[config.mk]
export PLATFORM = sky130hd
export DESIGN_NAME = adder_share_sched_flat
export DESIGN_NICKNAME = d
export VERILOG_FILES = /design/src/rtl/adder_share_sched_if.sv /design/src/rtl/adder_share_sched.sv /design/src/flat_wrapper.sv
export SDC_FILE = /design/constraint.sdc
export NUM_CORES = 1
export LEC_CHECK = 0
export CORE_AREA = 5 5 230 232
export DETAILED_ROUTE_END_ITERATION = 10
export DIE_AREA = 0 0 235 237
export GPL_ROUTABILITY_DRIVEN = 0
export MAX_ROUTING_LAYER = met4
export PLACE_DENSITY = 0.7
export SYNTH_ARGS = -nofsm -noshare
export SYNTH_HDL_FRONTEND = slang
export SYNTH_SLANG_ARGS = --single-unit
[constraint.sdc]
create_clock -name clk -period 3.4 [get_ports clk]
set_input_delay 0.85 -clock clk [delete_from_list [all_inputs] [get_ports clk]]
set_output_delay 0.85 -clock clk [all_outputs]
set_load 0.005 [all_outputs]
[src/rtl/adder_share_sched_if.sv]
// Request/response bundle between the arithmetic clients and the shared adder scheduler.
interface adder_share_sched_if #(
    parameter int DATA_WIDTH = 32,
    parameter int NUM_REQ    = 4,
    parameter int WORDS      = 2
);
    localparam int ID_W = $clog2(NUM_REQ);
    localparam int OPW  = WORDS * DATA_WIDTH;

    logic [NUM_REQ-1:0]     req_valid;
    logic [NUM_REQ-1:0]     req_ready;
    logic [NUM_REQ*OPW-1:0] req_a;
    logic [NUM_REQ*OPW-1:0] req_b;
    logic                   rsp_valid;
    logic                   rsp_ready;
    logic [OPW-1:0]         rsp_sum;
    logic                   rsp_co;
    logic [ID_W-1:0]        rsp_id;

    // Client side: raises requests and consumes responses.
    modport master (
        output req_valid, req_a, req_b, rsp_ready,
        input  req_ready, rsp_valid, rsp_sum, rsp_co, rsp_id
    );

    // Scheduler side.
    modport slave (
        input  req_valid, req_a, req_b, rsp_ready,
        output req_ready, rsp_valid, rsp_sum, rsp_co, rsp_id
    );
endinterface

[src/rtl/adder_share_sched.sv]
// Round-robin scheduler sharing one DATA_WIDTH-bit adder slice between NUM_REQ
// requesters; each multi-word addition runs serially, least significant word first.
module adder_share_sched #(
    parameter int DATA_WIDTH = 32,
    parameter int NUM_REQ    = 4,
    parameter int WORDS      = 2
) (
    input  logic                 clk,
    input  logic                 rst_n,
    adder_share_sched_if.slave   bus
);
    localparam int ID_W = $clog2(NUM_REQ);
    localparam int OPW  = WORDS * DATA_WIDTH;
    localparam int KW   = (WORDS > 1) ? $clog2(WORDS) : 1;

    typedef enum logic [1:0] {IDLE, ADD, RESP} state_t;

    state_t              state, next_state;
    logic [ID_W-1:0]     ptr;
    logic [ID_W-1:0]     winner;
    logic                grant_found;
    logic [ID_W:0]       cand;
    logic [OPW-1:0]      op_a, op_b, sum_reg;
    logic                carry_reg;
    logic                co_reg;
    logic [ID_W-1:0]     id_reg;
    logic [KW-1:0]       k;
    logic [DATA_WIDTH:0] add_res;
    logic                accept, rsp_fire, last_word;

    assign accept    = (state == IDLE) && grant_found;
    assign rsp_fire  = (state == RESP) && bus.rsp_ready;
    assign last_word = (k == KW'(WORDS - 1));

    // Pick the first valid requester at or after ptr, wrapping around.
    always_comb begin
        grant_found = 1'b0;
        winner      = '0;
        cand        = '0;
        for (int i = 0; i < NUM_REQ; i++) begin
            cand = {1'b0, ptr} + (ID_W+1)'(i);
            if (cand >= (ID_W+1)'(NUM_REQ))
                cand = cand - (ID_W+1)'(NUM_REQ);
            if (!grant_found && bus.req_valid[cand[ID_W-1:0]]) begin
                grant_found = 1'b1;
                winner      = cand[ID_W-1:0];
            end
        end
    end

    // Grant is only offered while idle, to the single arbitration winner.
    always_comb begin
        bus.req_ready = '0;
        if (accept)
            bus.req_ready[winner] = 1'b1;
    end

    // One word of the shared adder slice, chained through carry_reg.
    always_comb begin
        add_res = {1'b0, op_a[k*DATA_WIDTH +: DATA_WIDTH]}
                + {1'b0, op_b[k*DATA_WIDTH +: DATA_WIDTH]}
                + {{DATA_WIDTH{1'b0}}, carry_reg};
    end

    // State register.
    always_ff @(posedge clk or negedge rst_n) begin
        if (!rst_n)
            state <= IDLE;
        else
            state <= next_state;
    end

    // Next-state logic: accept, walk WORDS slices, then hold until the response is taken.
    always_comb begin
        next_state = state;
        case (state)
            IDLE:    if (grant_found) next_state = ADD;
            ADD:     if (last_word) next_state = RESP;
            RESP:    if (bus.rsp_ready) next_state = IDLE;
            default: next_state = IDLE;
        endcase
    end

    // Datapath: capture operands on accept, accumulate one word per ADD cycle,
    // and advance the round-robin pointer past the requester just answered.
    always_ff @(posedge clk or negedge rst_n) begin
        if (!rst_n) begin
            ptr       <= '0;
            op_a      <= '0;
            op_b      <= '0;
            sum_reg   <= '0;
            carry_reg <= 1'b0;
            co_reg    <= 1'b0;
            id_reg    <= '0;
            k         <= '0;
        end else begin
            if (accept) begin
                op_a      <= bus.req_a[winner*OPW +: OPW];
                op_b      <= bus.req_b[winner*OPW +: OPW];
                id_reg    <= winner;
                carry_reg <= 1'b0;
                k         <= '0;
            end
            if (state == ADD) begin
                sum_reg[k*DATA_WIDTH +: DATA_WIDTH] <= add_res[DATA_WIDTH-1:0];
                carry_reg <= add_res[DATA_WIDTH];
                k         <= k + KW'(1);
                if (last_word)
                    co_reg <= add_res[DATA_WIDTH];
            end
            if (rsp_fire) begin
                if (id_reg == ID_W'(NUM_REQ - 1))
                    ptr <= '0;
                else
                    ptr <= id_reg + ID_W'(1);
            end
        end
    end

    assign bus.rsp_valid = (state == RESP);
    assign bus.rsp_sum   = sum_reg;
    assign bus.rsp_co    = co_reg;
    assign bus.rsp_id    = id_reg;

endmodule

[src/flat_wrapper.sv]
// flat-port wrapper written by rule: the top's interface ports become plain ports
module adder_share_sched_flat 
#(
    parameter int DATA_WIDTH = 32,
    parameter int NUM_REQ    = 4,
    parameter int WORDS      = 2
)
  (clk, rst_n, bus_req_valid, bus_req_a, bus_req_b, bus_rsp_ready, bus_req_ready, bus_rsp_valid, bus_rsp_sum, bus_rsp_co, bus_rsp_id);
  adder_share_sched_if #(.DATA_WIDTH(DATA_WIDTH), .NUM_REQ(NUM_REQ), .WORDS(WORDS)) bus_i ();
  input  logic clk;
  input  logic rst_n;
  input wire logic [$bits(bus_i.req_valid)-1:0] bus_req_valid;
  input wire logic [$bits(bus_i.req_a)-1:0] bus_req_a;
  input wire logic [$bits(bus_i.req_b)-1:0] bus_req_b;
  input wire logic [$bits(bus_i.rsp_ready)-1:0] bus_rsp_ready;
  output wire logic [$bits(bus_i.req_ready)-1:0] bus_req_ready;
  output wire logic [$bits(bus_i.rsp_valid)-1:0] bus_rsp_valid;
  output wire logic [$bits(bus_i.rsp_sum)-1:0] bus_rsp_sum;
  output wire logic [$bits(bus_i.rsp_co)-1:0] bus_rsp_co;
  output wire logic [$bits(bus_i.rsp_id)-1:0] bus_rsp_id;
  assign bus_i.req_valid = bus_req_valid;
  assign bus_i.req_a = bus_req_a;
  assign bus_i.req_b = bus_req_b;
  assign bus_i.rsp_ready = bus_rsp_ready;
  assign bus_req_ready = bus_i.req_ready;
  assign bus_rsp_valid = bus_i.rsp_valid;
  assign bus_rsp_sum = bus_i.rsp_sum;
  assign bus_rsp_co = bus_i.rsp_co;
  assign bus_rsp_id = bus_i.rsp_id;
  adder_share_sched #(.DATA_WIDTH(DATA_WIDTH), .NUM_REQ(NUM_REQ), .WORDS(WORDS)) u_core (.clk(clk), .rst_n(rst_n), .bus(bus_i));
endmodule
* Yosys cells after proc, flatten, opt, wreduce, memory -nomap -nowiden
Cells that the tools add are included.
** Operators by class
- Multiplexer cells :: 32
- Equal/unequal tests :: 6
- $add $sub $neg :: 12
- Order comparisons :: 10
- Reduce and logical (&&, ||, !) cells :: 13
- Shift operators :: 6
** Operators with widths (count)
- indexed part select 256 x 9 -> 64 bit :: 2
- indexed part select 64 x 7 -> 32 bit :: 2
- bitwise mux 64 bit :: 1
- variable shift 32 x 34 -> 64 bit (first input constant) :: 1
- indexed part select 32 x 34 -> 64 bit :: 1
- negation 6 -> 34 bit :: 1
- adder 32 x 32 -> 33 bit :: 1
- adder 33 x 1 -> 33 bit :: 1
- two-way mux 2 bit :: 12
- less-than comparator 2 x 3 -> 1 bit (second input constant) :: 5
- two-way mux 1 bit :: 12
- greater-or-equal comparator 3 bit (second input constant) :: 3
- binary-select mux 1 bit (select 2 bit) :: 4
- subtractor 2 x 1 -> 2 bit (second input constant) :: 4
- adder 2 x 2 -> 3 bit (second input constant) :: 2
- logical AND 1 bit :: 6
- case mux 2 bit (3 select lines) :: 1
- equality test 2 bit (second input constant) :: 2
- two-way mux 4 bit :: 1
- != test 2 x 1 -> 1 bit (second input constant) :: 2
- adder 2 x 1 -> 3 bit (second input constant) :: 1
- greater-or-equal comparator 2 x 3 -> 1 bit (second input constant) :: 1
- logical NOT 1 bit :: 3
- AND reduction 3 bit :: 1
- 9 further kinds :: 9
** Storage, ports and cells
- Word-level logic and storage cells :: 88
- Input port bits :: 519
- Bits in registers :: 201
- Output and inout bits :: 72

* Depth between registers and ports, before layout
Gate-level depths: netlist (run 1).
- Depth in word-level cells :: 19
- Mapped depth :: 14
- Depth with buffers taken out :: 11

* Worst setup path after synthesis (run 1)
Ideal clock, no wire load.
- Kind :: flip-flop to flip-flop
- From :: register u_core.k
- To :: register u_core.sum_reg[58] (netlist: u_core.bus.rsp_sum[58])
- Cell stages (with the launch flop) :: 15
- Data required time :: 3.305 ns
- Path slack :: -0.133 ns
- Path buffers :: 3
- Data arrival time :: 3.438 ns
- Cells stage by stage :: dfrtp_1 > clkbuf_1 > clkbuf_1 > clkbuf_1 > mux2_2 > fa_1 > inv_1 > fa_1 > nor2b_1 > o2111ai_1 > a21oi_2 > o211ai_4 > a211oi_2 > o31a_1 > o31ai_1
** On the way
- Longest elaborated chain between the ends :: 5
** RTL lines
- from (decl) :: RTL line adder_share_sched.sv:27 : logic [KW-1:0] k;
- from (signal assigned) :: RTL line adder_share_sched.sv:107 : k <= k + KW'(1);
- indexed part select 64 x 7 -> 32 bit, on equally long branches :: RTL line adder_share_sched.sv:60, adder_share_sched.sv:61
- adder 32 x 32 -> 33 bit :: RTL line adder_share_sched.sv:61 : + {1'b0, op_b[k*DATA_WIDTH +: DATA_WIDTH]}
- adder 33 x 1 -> 33 bit :: RTL line adder_share_sched.sv:62 : + {{DATA_WIDTH{1'b0}}, carry_reg};
- indexed part select 32 x 34 -> 64 bit :: RTL line adder_share_sched.sv:105 : sum_reg[k*DATA_WIDTH +: DATA_WIDTH] <= add_res[DATA_WIDTH-1:0];
- bitwise mux 64 bit * :: RTL line adder_share_sched.sv:105
- to (signal, indexed assignment) :: RTL line adder_share_sched.sv:105
- to (decl) :: RTL line adder_share_sched.sv:23 : logic [OPW-1:0] op_a, op_b, sum_reg;
Every way passes the cells marked *; elsewhere a longest branch is shown, timed or not.
A chain may end at the register's enable or synchronous reset.

* Worst setup path in the final report (run 1)
- From :: input bus_req_valid[2]
- To :: output bus_req_ready[3]
** On the way
- Longest elaborated chain between the ends :: 17
** RTL lines
- from (decl) :: RTL line flat_wrapper.sv:12 : input wire logic [$bits(bus_i.req_valid)-1:0] bus_req_valid;
- binary-select mux 1 bit (select 2 bit) :: RTL line adder_share_sched.sv:44 : if (!grant_found && bus.req_valid[cand[ID_W-1:0]]) begin
- two-way mux 1 bit (not written as such) :: RTL line adder_share_sched.sv:44
- two-way mux 1 bit :: RTL line adder_share_sched.sv:44
- logical NOT 1 bit :: RTL line adder_share_sched.sv:44
- logical AND 1 bit :: RTL line adder_share_sched.sv:44
- two-way mux 1 bit :: RTL line adder_share_sched.sv:44
- logical NOT 1 bit :: RTL line adder_share_sched.sv:44
- logical AND 1 bit :: RTL line adder_share_sched.sv:44
- two-way mux 1 bit :: RTL line adder_share_sched.sv:44
- logical NOT 1 bit :: RTL line adder_share_sched.sv:44
- logical AND 1 bit :: RTL line adder_share_sched.sv:44
- two-way mux 2 bit :: RTL line adder_share_sched.sv:44
- less-than comparator 2 x 3 -> 1 bit (not written as such) / greater-or-equal comparator 2 x 1 -> 1 bit (equally long branches) :: RTL line adder_share_sched.sv:55 : bus.req_ready[winner] = 1'b1;
- logical AND 1 bit (not written as such) :: RTL line adder_share_sched.sv:55
- two-way mux 1 bit (not written as such) :: RTL line adder_share_sched.sv:55
- demux 1 bit (select 2 bit)
- two-way mux 4 bit * :: RTL line adder_share_sched.sv:54 : if (accept)
- to (decl) :: RTL line flat_wrapper.sv:16 : output wire logic [$bits(bus_i.req_ready)-1:0] bus_req_ready;
Every way passes the cells marked *; elsewhere a longest branch is shown, timed or not. The select of a mux whose other input is x is not followed.

==> results.ini, run 1 <==
[routing]
drtIter0Drc=1125
first_pass_iters=5
viasPerCell=4.830
drt_wl_total_mm=60.53
vias=15766
drt.antenna.violating_nets=0
route.detailed.drc=0
drt-wirelength-per-cell_um=18.55

[sta]
rsz0062_at_grt=yes
fin_tns_setup_ps=0
setup_ws_ps=93.39
setup_violations=0
hold_violations=0
fmax_mhz=302.4
fin_crit_ps=3307
post-route-period-util_pct=97.25
maxSlewViolCount=0
slew_headroom_pct=38.50
finalClockSkew_ps=7.955
tightest_slew_ps=922.5

[worst_setup_path]
crit_fanout=4
worstPathRequired_ps=2550
crit_chain=clkdlybuf4s50_1 > buf_4 > a32o_1 > or3_4 > nor2_2 > dlygate4sd2_1
crit_family=buffers and inverters
critical_path_class=input port to output port
crit_buf_inv=3
cp-start-kind=input port
critPathMaxStageDelay_ps=430
critPathArrivalTime_ps=2460
slowest_stage=clkdlybuf4s50_1
cp-end-kind=output port

[clocking]
cts_tree=yes
path_clk_slew_ps=60
clk_latency_ps=520
cts.sinks=201
htreeDepth=1
cts_buffers=24
cts_buffer_depth=3
cts-root-buf=clkbuf_16

[die]
num_rows=83
coreArea_um2=50780
die-height_um=237
die_area_um2=55700
num_io_pins=591
start_util_pct=27.50
die_w_um=235

[synthesis]
netlist-cell-type-count=65
syn_nets=2556
synthFlopType=dfrtp_1
synth-seq-cells=201
syn_area_um2=13960
syn_avg_cell_area_um2=6.972
ys_seq_area_share_pct=36.02
synth_edf_count=0
async_reset_ff_share_pct=100.0
synthCells=2003
yosysWarnings=0

[global_route]
met3_usage_pct=3.133
grt_pass1_wl_mm=89.48
grt_max_degree=175
grt_usage_pct=20.93
overflow=0
gr-usage-met1_pct=27.57
busiest_layer=met2
grtUsageMet2_pct=33.87
grt_antenna_before_repair=1
first_global_vias=15540

[min_path]
min_path_type=input port to asynchronous set/reset pin

[place]
dp_worst_setup_slack_ps=-343.3
dp_hpwl_mm=49.48
portBuffers=590

[power]
ir_drop_uv=492.4
p_int_mw=11.28
leakagePower_nw=9.643
combPwrFrac_pct=67.8
pwr-share-seq_pct=20.6
power_density_nw_per_um2=1001
p_sw_share_pct=48.43
net-switching-power_mw=10.60
power_mw=21.88
power_frac_clock_pct=11.6

[finish]
fin_nets=3119
final_common_cell=nand2_1
areaGrowthSynthToFinish_pct=56.44
layout_common_cells=nand2_1 (863), clkdlybuf4s50_1 (583), o21ai_1 (257)
drive_gt1_share_pct=9.137

[run]
cap_violations=0

[run_status]
status=finished, final reports clean

==> synth_stat cells (5+ instances only) <==
library cell	n	share of area, %
ha_1	32	2.9
buf_2	56	2.0
a21oi_2	5	0.31
inv_1	9	0.24
a21oi_1	43	1.5
nand4_1	6	0.27
clkbuf_1	72	1.9
nor2_1	27	0.73
mux2_2	63	5.1
nand3_1	139	5.0
a31oi_1	6	0.27
nand2_1	865	23
o21ai_1	256	9.2
o21ai_0	80	2.9
xor2_1	11	0.69
a21o_1	7	0.38
xnor2_1	12	0.75
o31ai_1	5	0.27
nand2b_1	11	0.49
nor3_1	13	0.47
dfrtp_1	201	36
buf_1	12	0.32
nor2b_1	7	0.31
==> layout make-up <==
| cell class | instances | area, um^2 |
|---|---|---|
| diodes | 1 | 2.502 |
| clock buffers | 33 | 665.6 |
| clock inverters | 10 | 113.9 |
| fillers | 5058 | 28940 |
| inverters | 9 | 33.78 |
| multi-input cells | 1652 | 8423 |
| flip-flops and latches | 201 | 5034 |
| well taps | 680 | 850.8 |
| repair buffers | 678 | 6723 |
==> kinds of logic (layout without fill, tap and decap cells) <==
| logic type | count (synthesis) | after routing | synth area share (%) |
|---|---|---|---|
| and+or+nand+nor | 1086 | 1086 | 31.77 |
| AOI/OAI and AO/OA | 443 | 443 | 17.76 |
| DFF | 201 | 201 | 36.02 |
| buffers and inverters | 150 | 730 | 4.561 |
| muxes | 66 | 66 | 5.295 |
| adders and majority gates | 34 | 34 | 3.154 |
| xor gates and xnor gates | 23 | 23 | 1.443 |
| other | 0 | 1 | 0 |
==> what timing repair did <==
action,CTS,global route
pin swaps,1,4
gates cloned,0,1
hold endpoints to repair,0,0
buffers inserted,2,2
gates resized for setup,8,22
hold buffers,0,0
endpoints found under the setup margin,4,33
==> through the flow <==
| stage | utilization (%) | instances | area, um^2 | hold slack, ps |
|---|---|---|---|---|
| floorplan | - | 2003 | 13970 | 450.0 |
| global placement | 41.20 | 3215 | 20920 | 461.9 |
| detailed placement | 41.20 | 3215 | 20920 | 470.4 |
| CTS | 42.77 | 3260 | 21720 | 284.9 |
| global route | 43.02 | 3264 | 21850 | 299.3 |
| finish | 43.02 | 3264 | 21850 | 269.9 |
==> path summary, 6_finish.rpt <==
path	endpoint	slack, ps	from	cells past startpoint
min in group clk	u_core.op_a[0]	480	u_core.op_a[0]	2
min reg2reg	u_core.op_a[0]	480	u_core.op_a[0]	2
max reg2reg	u_core.bus.rsp_sum[12]	90	u_core.k	11
max	bus_req_ready[3]	90	bus_req_valid[2]	6
min	u_core.bus.rsp_id[1]	270	rst_n	1
max in group asynchronous	u_core.op_a[34]	2260	rst_n	2
==> power groups by stage <==
stage / Sequential [mW] / Clock, mW / Combinational [mW]
2_1_floorplan: 4.18 / 0 / 8.89
3_3_place_gp: 4.49 / 0 / 14.1
3_5_place_dp: 4.54 / 0 / 14.5
4_1_cts: 4.51 / 2.63 / 14.6
5_1_grt: 4.65 / 2.72 / 16.4
6_report: 4.50 / 2.54 / 14.8
==> routing by layer <==
metal  routed length, um  part of all wire [%]
met1               26470                    44
met5                   0                     0
met2               28410                    47
met3                3813                   6.3
met4                1839                   3.0
(Power assumes the default switching activity.)
==> run 2, diff against run 1 <==
SETUP_SLACK_MARGIN = 0.4   (was not set)
==> run 2 against run 1 <==
Clock skew up 0.89 ps. Routed wire length up 3.1%. Die area unchanged. First-iteration DRC count down 11%. Critical path type is now flop to flop. Global-route usage up 0.80 points. Fmax up 2.5%. Via count up 0.28%. Count of clock-buffer cells in the layout down 6. Worst hold slack better by 45 ps. Non-clock buffer count up 9. Clock power up 7%.
==> results.ini, run 2 (same netlist as run 1, synthesis figures left out) <==
[run_status]
status=finished, final reports clean  ; unchanged

[power]
p_int_mw=12.45  ; was 11.28 mW
leakagePower_nw=9.823  ; was 9.643 nW
power_density_nw_per_um2=1065  ; was 1001 nW/um^2
p_sw_share_pct=48.20  ; was 48.43%
pwr-share-seq_pct=19.0  ; was 20.6%
combPwrFrac_pct=69.6  ; was 67.8%
net-switching-power_mw=11.58  ; was 10.60 mW
ir_drop_uv=538.4  ; was 492.4 uV
power_frac_clock_pct=11.4  ; was 11.6%

[finish]
layout_common_cells=nand2_1 (858), clkdlybuf4s50_1 (581), o21ai_1 (260)  ; was nand2_1 (863), clkdlybuf4s50_1 (583), o21ai_1 (257)
stdcell_count=3274  ; was 3264
fin_nets=3129  ; was 3119
areaGrowthSynthToFinish_pct=61.52  ; was 56.44%
final_common_cell=nand2_1  ; unchanged
finish.utilization_pct=44.42  ; was 43.02%
drive_gt1_share_pct=12.30  ; was 9.137%

[die]
die_w_um=235  ; unchanged
num_rows=83  ; unchanged
num_io_pins=591  ; unchanged
die-height_um=237  ; unchanged
coreArea_um2=50780  ; unchanged
die_area_um2=55700  ; unchanged
start_util_pct=27.50  ; unchanged

[global_route]
overflow=0  ; unchanged
grt_antenna_before_repair=2  ; was 1
grt_pass1_wl_mm=93.06  ; was 89.48 mm
first_global_vias=15803  ; was 15540
grt_max_degree=219  ; was 175
grt_usage_pct=21.73  ; was 20.93%

[place]
dp_hpwl_mm=50.24  ; was 49.48 mm
place_inst=3206  ; was 3215
dp_worst_setup_slack_ps=-283.8  ; was -343.3 ps
portBuffers=590  ; unchanged

[sta]
setup_violations=0  ; unchanged
fin_tns_setup_ps=0  ; unchanged
whs_ps=315.2  ; was 269.9 ps
rsz0062_at_grt=yes  ; unchanged
slew_headroom_pct=37.88  ; was 38.50%
post-route-period-util_pct=94.88  ; was 97.25%
tightest_slew_ps=931.8  ; was 922.5 ps
setup_ws_ps=174.1  ; was 93.39 ps
finalClockSkew_ps=8.845  ; was 7.955 ps
maxSlewViolCount=0  ; unchanged
hold_violations=0  ; unchanged
fmax_mhz=310.0  ; was 302.4 MHz
fin_crit_ps=3226  ; was 3307 ps

[routing]
viasPerCell=4.829  ; was 4.830
drt-wirelength-per-cell_um=19.06  ; was 18.55 um
drt_wl_total_mm=62.39  ; was 60.53 mm
route.detailed.drc=0  ; unchanged
drt.antenna.violating_nets=0  ; unchanged
first_pass_iters=5  ; unchanged
vias=15810  ; was 15766
drtIter0Drc=997  ; was 1125

[worst_setup_path]
critical_path_class=flop to flop  ; was input port to output port
crit_fanout=10  ; was 4
r2r_slack_ps=170  ; was 90 ps
cp-start-kind=flop  ; was input port
worstPathRequired_ps=3770  ; was 2550 ps
r2r_cells=12  ; was 11
critPathArrivalTime_ps=3590  ; was 2460 ps
r2r_end=u_core.bus.rsp_sum[22]  ; was u_core.bus.rsp_sum[12]
cp-end-kind=flop  ; was output port
r2r_start=u_core.k  ; unchanged

[run]
cap_violations=0  ; unchanged

[clocking]
cts.sinks=201  ; unchanged
cts_buffers=25  ; was 24
htreeDepth=1  ; unchanged
path_clk_slew_ps=60  ; about the same
cts-root-buf=clkbuf_16  ; unchanged
cts_buffer_depth=3  ; unchanged
cts_tree=yes  ; unchanged
clk_latency_ps=520  ; about the same
postCtsHoldBufs=0  ; unchanged

[min_path]
min_path_type=input port to asynchronous set/reset pin  ; unchanged

[run 2: layout make-up]
class | instances | area (um^2)
diodes | 1 | 2.502
clock buffers | 27 | 643.1
clock inverters | 17 | 202.7
fillers | 5013 | 28230
inverters | 9 | 33.78
multi-input cells | 1652 | 8987
flip-flops and latches | 201 | 5034
well taps | 680 | 850.8
repair buffers | 687 | 6802
[run 2: routing by layer]
| layer | vias up | GRT usage [%] | routed length (um) |
|---|---|---|---|
| met5 | - | - | 0 |
| met4 | 0 | 4.176 | 1323 |
| met3 | 60 | 2.993 | 3313 |
| met2 | 551 | 37.12 | 30970 |
| met1 | 7357 | 27.86 | 26790 |
| li1 | 7842 | - | - |
[run 2: per-stage QoR]
stage | area, um^2 | total power [mW]
3_5_place_dp | 20860 | 19.02
6_report | 22560 | 24.03
2_1_floorplan | 14040 | 13.20
3_3_place_gp | 20860 | 18.62
5_1_grt | 22560 | 25.88
4_1_cts | 22140 | 22.90
[run 2: worst max-delay path by stage]
stage,startpoint,endpoint,cells after the start
finish,u_core.k,u_core.bus.rsp_sum[22],12
global route,u_core.k,u_core.bus.rsp_sum[31],11
CTS,u_core.k,u_core.bus.rsp_sum[29],12
detailed placement,bus_req_valid[0],bus_req_ready[1],6
global placement,bus_req_valid[1],bus_req_ready[3],6
floorplan,u_core.k,u_core.bus.rsp_sum[17],12
[run 2: power groups by stage]
stage	registers (mW)	logic [mW]	clock network [mW]
2_1_floorplan	4.18	9.03	0
3_3_place_gp	4.64	14.0	0
3_5_place_dp	4.67	14.4	0
4_1_cts	4.61	15.5	2.82
5_1_grt	4.72	18.3	2.90
6_report	4.57	16.7	2.73
[run 2: critical path, stage by stage (launching register included)]
cell,delay [ps]
dfrtp_4,430
buf_12,160
buf_6,160
mux2_2,400
ha_4,280
a21oi_2,250
o211ai_1,170
a221oi_2,390
o2bb2ai_4,200
buf_4,170
and2_4,170
xor2_4,180
o21ai_0,90
[run 2: timing repair]
| item | CTS | global route |
|---|---|---|
| setup buffers | 12 | 11 |
| setup endpoints to repair | 56 | 53 |
| pin swaps | 19 | 31 |
| gates resized for setup | 91 | 69 |
==> run 3, diff against run 2 <==
==> constraint.sdc (replaced) <==
create_clock -name clk -period 3.4 [get_ports clk]
set_input_delay 0.85 -clock clk [delete_from_list [all_inputs] [get_ports clk]]
set_output_delay 0.85 -clock clk [all_outputs]
set_load 0.02 [all_outputs]
==> run 3 against run 2 <==
Via count increased by 0.28%. Combinational power increased by 3%. Total power increased by 1.5%. Register-to-register slack improved by 20 ps. First-iteration DRC count decreased by 1.8%. Cell count increased by 0.27%. Final area increased by 0.28%. Count of clock-buffer cells in the layout increased by 6. Clock power decreased by 3%. Core utilization increased by 0.12 points. Critical endpoint is now u_core.bus.rsp_sum[26]. Largest cell class unchanged. Largest power group unchanged.
==> results.ini, run 3 (same netlist as run 1, synthesis figures left out) <==
[run_status]
status=finished, final reports clean  ; unchanged

[die]
die_area_um2=55700  ; unchanged
die-height_um=237  ; unchanged
die_w_um=235  ; unchanged
coreArea_um2=50780  ; unchanged
num_rows=83  ; unchanged
start_util_pct=27.50  ; unchanged
num_io_pins=591  ; unchanged

[routing]
drt.antenna.violating_nets=0  ; unchanged
route.detailed.drc=0  ; unchanged
drt_wl_total_mm=61.94  ; was 62.39 mm
dr_wl_met2_mm=29.35  ; was 30.97 mm
drt-wirelength-per-cell_um=18.87  ; was 19.06 um
route.met3.wl_mm=3.603  ; was 3.313 mm
top_layer_used=met4  ; unchanged
viasPerCell=4.829  ; about the same
drtIter0Drc=979  ; was 997
met1_length_mm=26.83  ; was 26.79 mm
first_pass_iters=6  ; was 5
vias=15855  ; was 15810

[sta]
fin_crit_ps=3202  ; was 3226 ps
slew_headroom_pct=41.47  ; was 37.88%
tightest_slew_ps=878.0  ; was 931.8 ps
setup_violations=0  ; unchanged
hold_violations=0  ; unchanged
rsz0062_at_grt=yes  ; unchanged
fin_tns_setup_ps=0  ; unchanged
finalClockSkew_ps=11.15  ; was 8.845 ps
fmax_mhz=312.3  ; was 310.0 MHz
maxSlewViolCount=0  ; unchanged
post-route-period-util_pct=94.16  ; was 94.88%

[worst_setup_path]
slowest_stage=dfrtp_4  ; unchanged
critPathArrivalTime_ps=3630  ; was 3590 ps
cp-start-kind=flop  ; unchanged
crit_chain=buf_12 > buf_16 > mux2_4 > ha_4 > buf_4 > nand2_2 > o21ai_4 > or3b_4 > o211ai_4 > a211oi_2 > o31a_1 > o31ai_1  ; was buf_12 > buf_6 > mux2_2 > ha_4 > a21oi_2 > o211ai_1 > a221oi_2 > o2bb2ai_4 > buf_4 > and2_4 > xor2_4 > o21ai_0
crit_family=compound AO/OA/AOI/OAI gates  ; unchanged
cp-end-kind=flop  ; unchanged
crit_fanout=7  ; was 10
critical_path_class=flop to flop  ; unchanged
worstPathRequired_ps=3820  ; was 3770 ps
critPathMaxStageDelay_ps=500  ; was 430 ps
crit_buf_inv=3  ; unchanged

[clocking]
clk_latency_ps=530  ; was 520 ps
path_clk_slew_ps=60  ; about the same
cts.sinks=201  ; unchanged
cts_buffers=25  ; unchanged
htreeDepth=1  ; unchanged
postCtsHoldBufs=0  ; unchanged
cts_tree=yes  ; unchanged
cts-root-buf=clkbuf_16  ; unchanged
cts_buffer_depth=3  ; unchanged

[power]
p_sw_share_pct=48.75  ; was 48.20%
combPwrFrac_pct=70.6  ; was 69.6%
p_int_mw=12.50  ; was 12.45 mW
power_density_nw_per_um2=1078  ; was 1065 nW/um^2
pwr-share-seq_pct=18.5  ; was 19.0%
leakagePower_nw=9.860  ; was 9.823 nW
ir_drop_uv=524.6  ; was 538.4 uV
net-switching-power_mw=11.89  ; was 11.58 mW
power_frac_clock_pct=10.9  ; was 11.4%

[global_route]
first_global_vias=15797  ; was 15803
overflow=0  ; unchanged
grt_pass1_wl_mm=91.40  ; was 93.06 mm
grt_max_degree=185  ; was 219
grt_antenna_before_repair=5  ; was 2
grt_usage_pct=21.41  ; was 21.73%

[finish]
areaGrowthSynthToFinish_pct=61.97  ; was 61.52%
nFillCells=4951  ; was 5013
multiInputGateArea_um2=8952  ; was 8987 um^2
final_common_cell=nand2_1  ; unchanged
layout_common_cells=nand2_1 (860), clkdlybuf4s50_1 (581), o21ai_1 (260)  ; was nand2_1 (858), clkdlybuf4s50_1 (581), o21ai_1 (260)
stdcell_count=3283  ; was 3274
register_area_um2=5034  ; unchanged
fin_nets=3135  ; was 3129
drive_gt1_share_pct=12.08  ; was 12.30%

[min_path]
min_path_type=input port to asynchronous set/reset pin  ; unchanged

[run]
cap_violations=0  ; unchanged

[place]
portBuffers=590  ; unchanged
place_inst=3208  ; was 3206
dp_hpwl_mm=49.72  ; was 50.24 mm

## run 3: path summary, 6_finish.rpt
path	from	to	depth (start not counted)	slack [ps]
max	u_core.k	u_core.bus.rsp_sum[26]	12	200
min	rst_n	u_core.op_b[46]	1	290
max reg2reg	u_core.k	u_core.bus.rsp_sum[26]	12	200
min reg2reg	u_core.op_a[3]	u_core.op_a[3]	2	480
max in group asynchronous	rst_n	u_core.bus.rsp_sum[0]	2	2390
min in group clk	u_core.op_a[3]	u_core.op_a[3]	2	480
## run 3: per-layer routing
layer / global-route usage (%) / up-vias
li1: - / 7870
met1: 27.65 / 7286
met2: 34.53 / 596
met3: 3.669 / 103
met4: 6.689 / 0
met5: - / -
## run 3: per-stage QoR
step           power (mW)  util, %  cell area [um^2]  worst slack [ps]  hold slack (ps)
2_1_floorplan       13.66        -             14040             407.9            450.0
3_3_place_gp        19.12    41.16             20900            -59.93            461.5
3_5_place_dp        19.50    41.16             20900            -29.45            469.4
4_1_cts             23.30    43.65             22170             200.7            291.1
5_1_grt             26.26    44.54             22620             105.9            310.9
6_report            24.39    44.54             22620             198.4            288.4
## run 3: cell type report
cell class,count,area share [%]
Sequential cell,201,22.25
Clock buffer,33,3.120
Tap cell,680,3.762
Timing Repair Buffer,693,30.54
Inverter,9,0.1494
Antenna cell,4,0.04426
Multi-Input combinational cell,1652,39.58
Clock inverter,11,0.5477
## run 3: timing repair
item                                    in CTS  in global routing
gates resized for setup                     77                 60
endpoints found under the setup margin      56                 59
cloned                                       0                  2
buffers inserted                            14                 11
pin swaps                                   24                 37
## run 3: power by group through the flow
stage,clock network [mW],logic [mW],registers (mW)
after global placement,0,14.6,4.53
after CTS,2.73,16.1,4.51
after detailed placement,0,14.9,4.57
after global routing,2.82,18.8,4.65
final,2.66,17.2,4.51
after floorplan,0,9.05,4.61
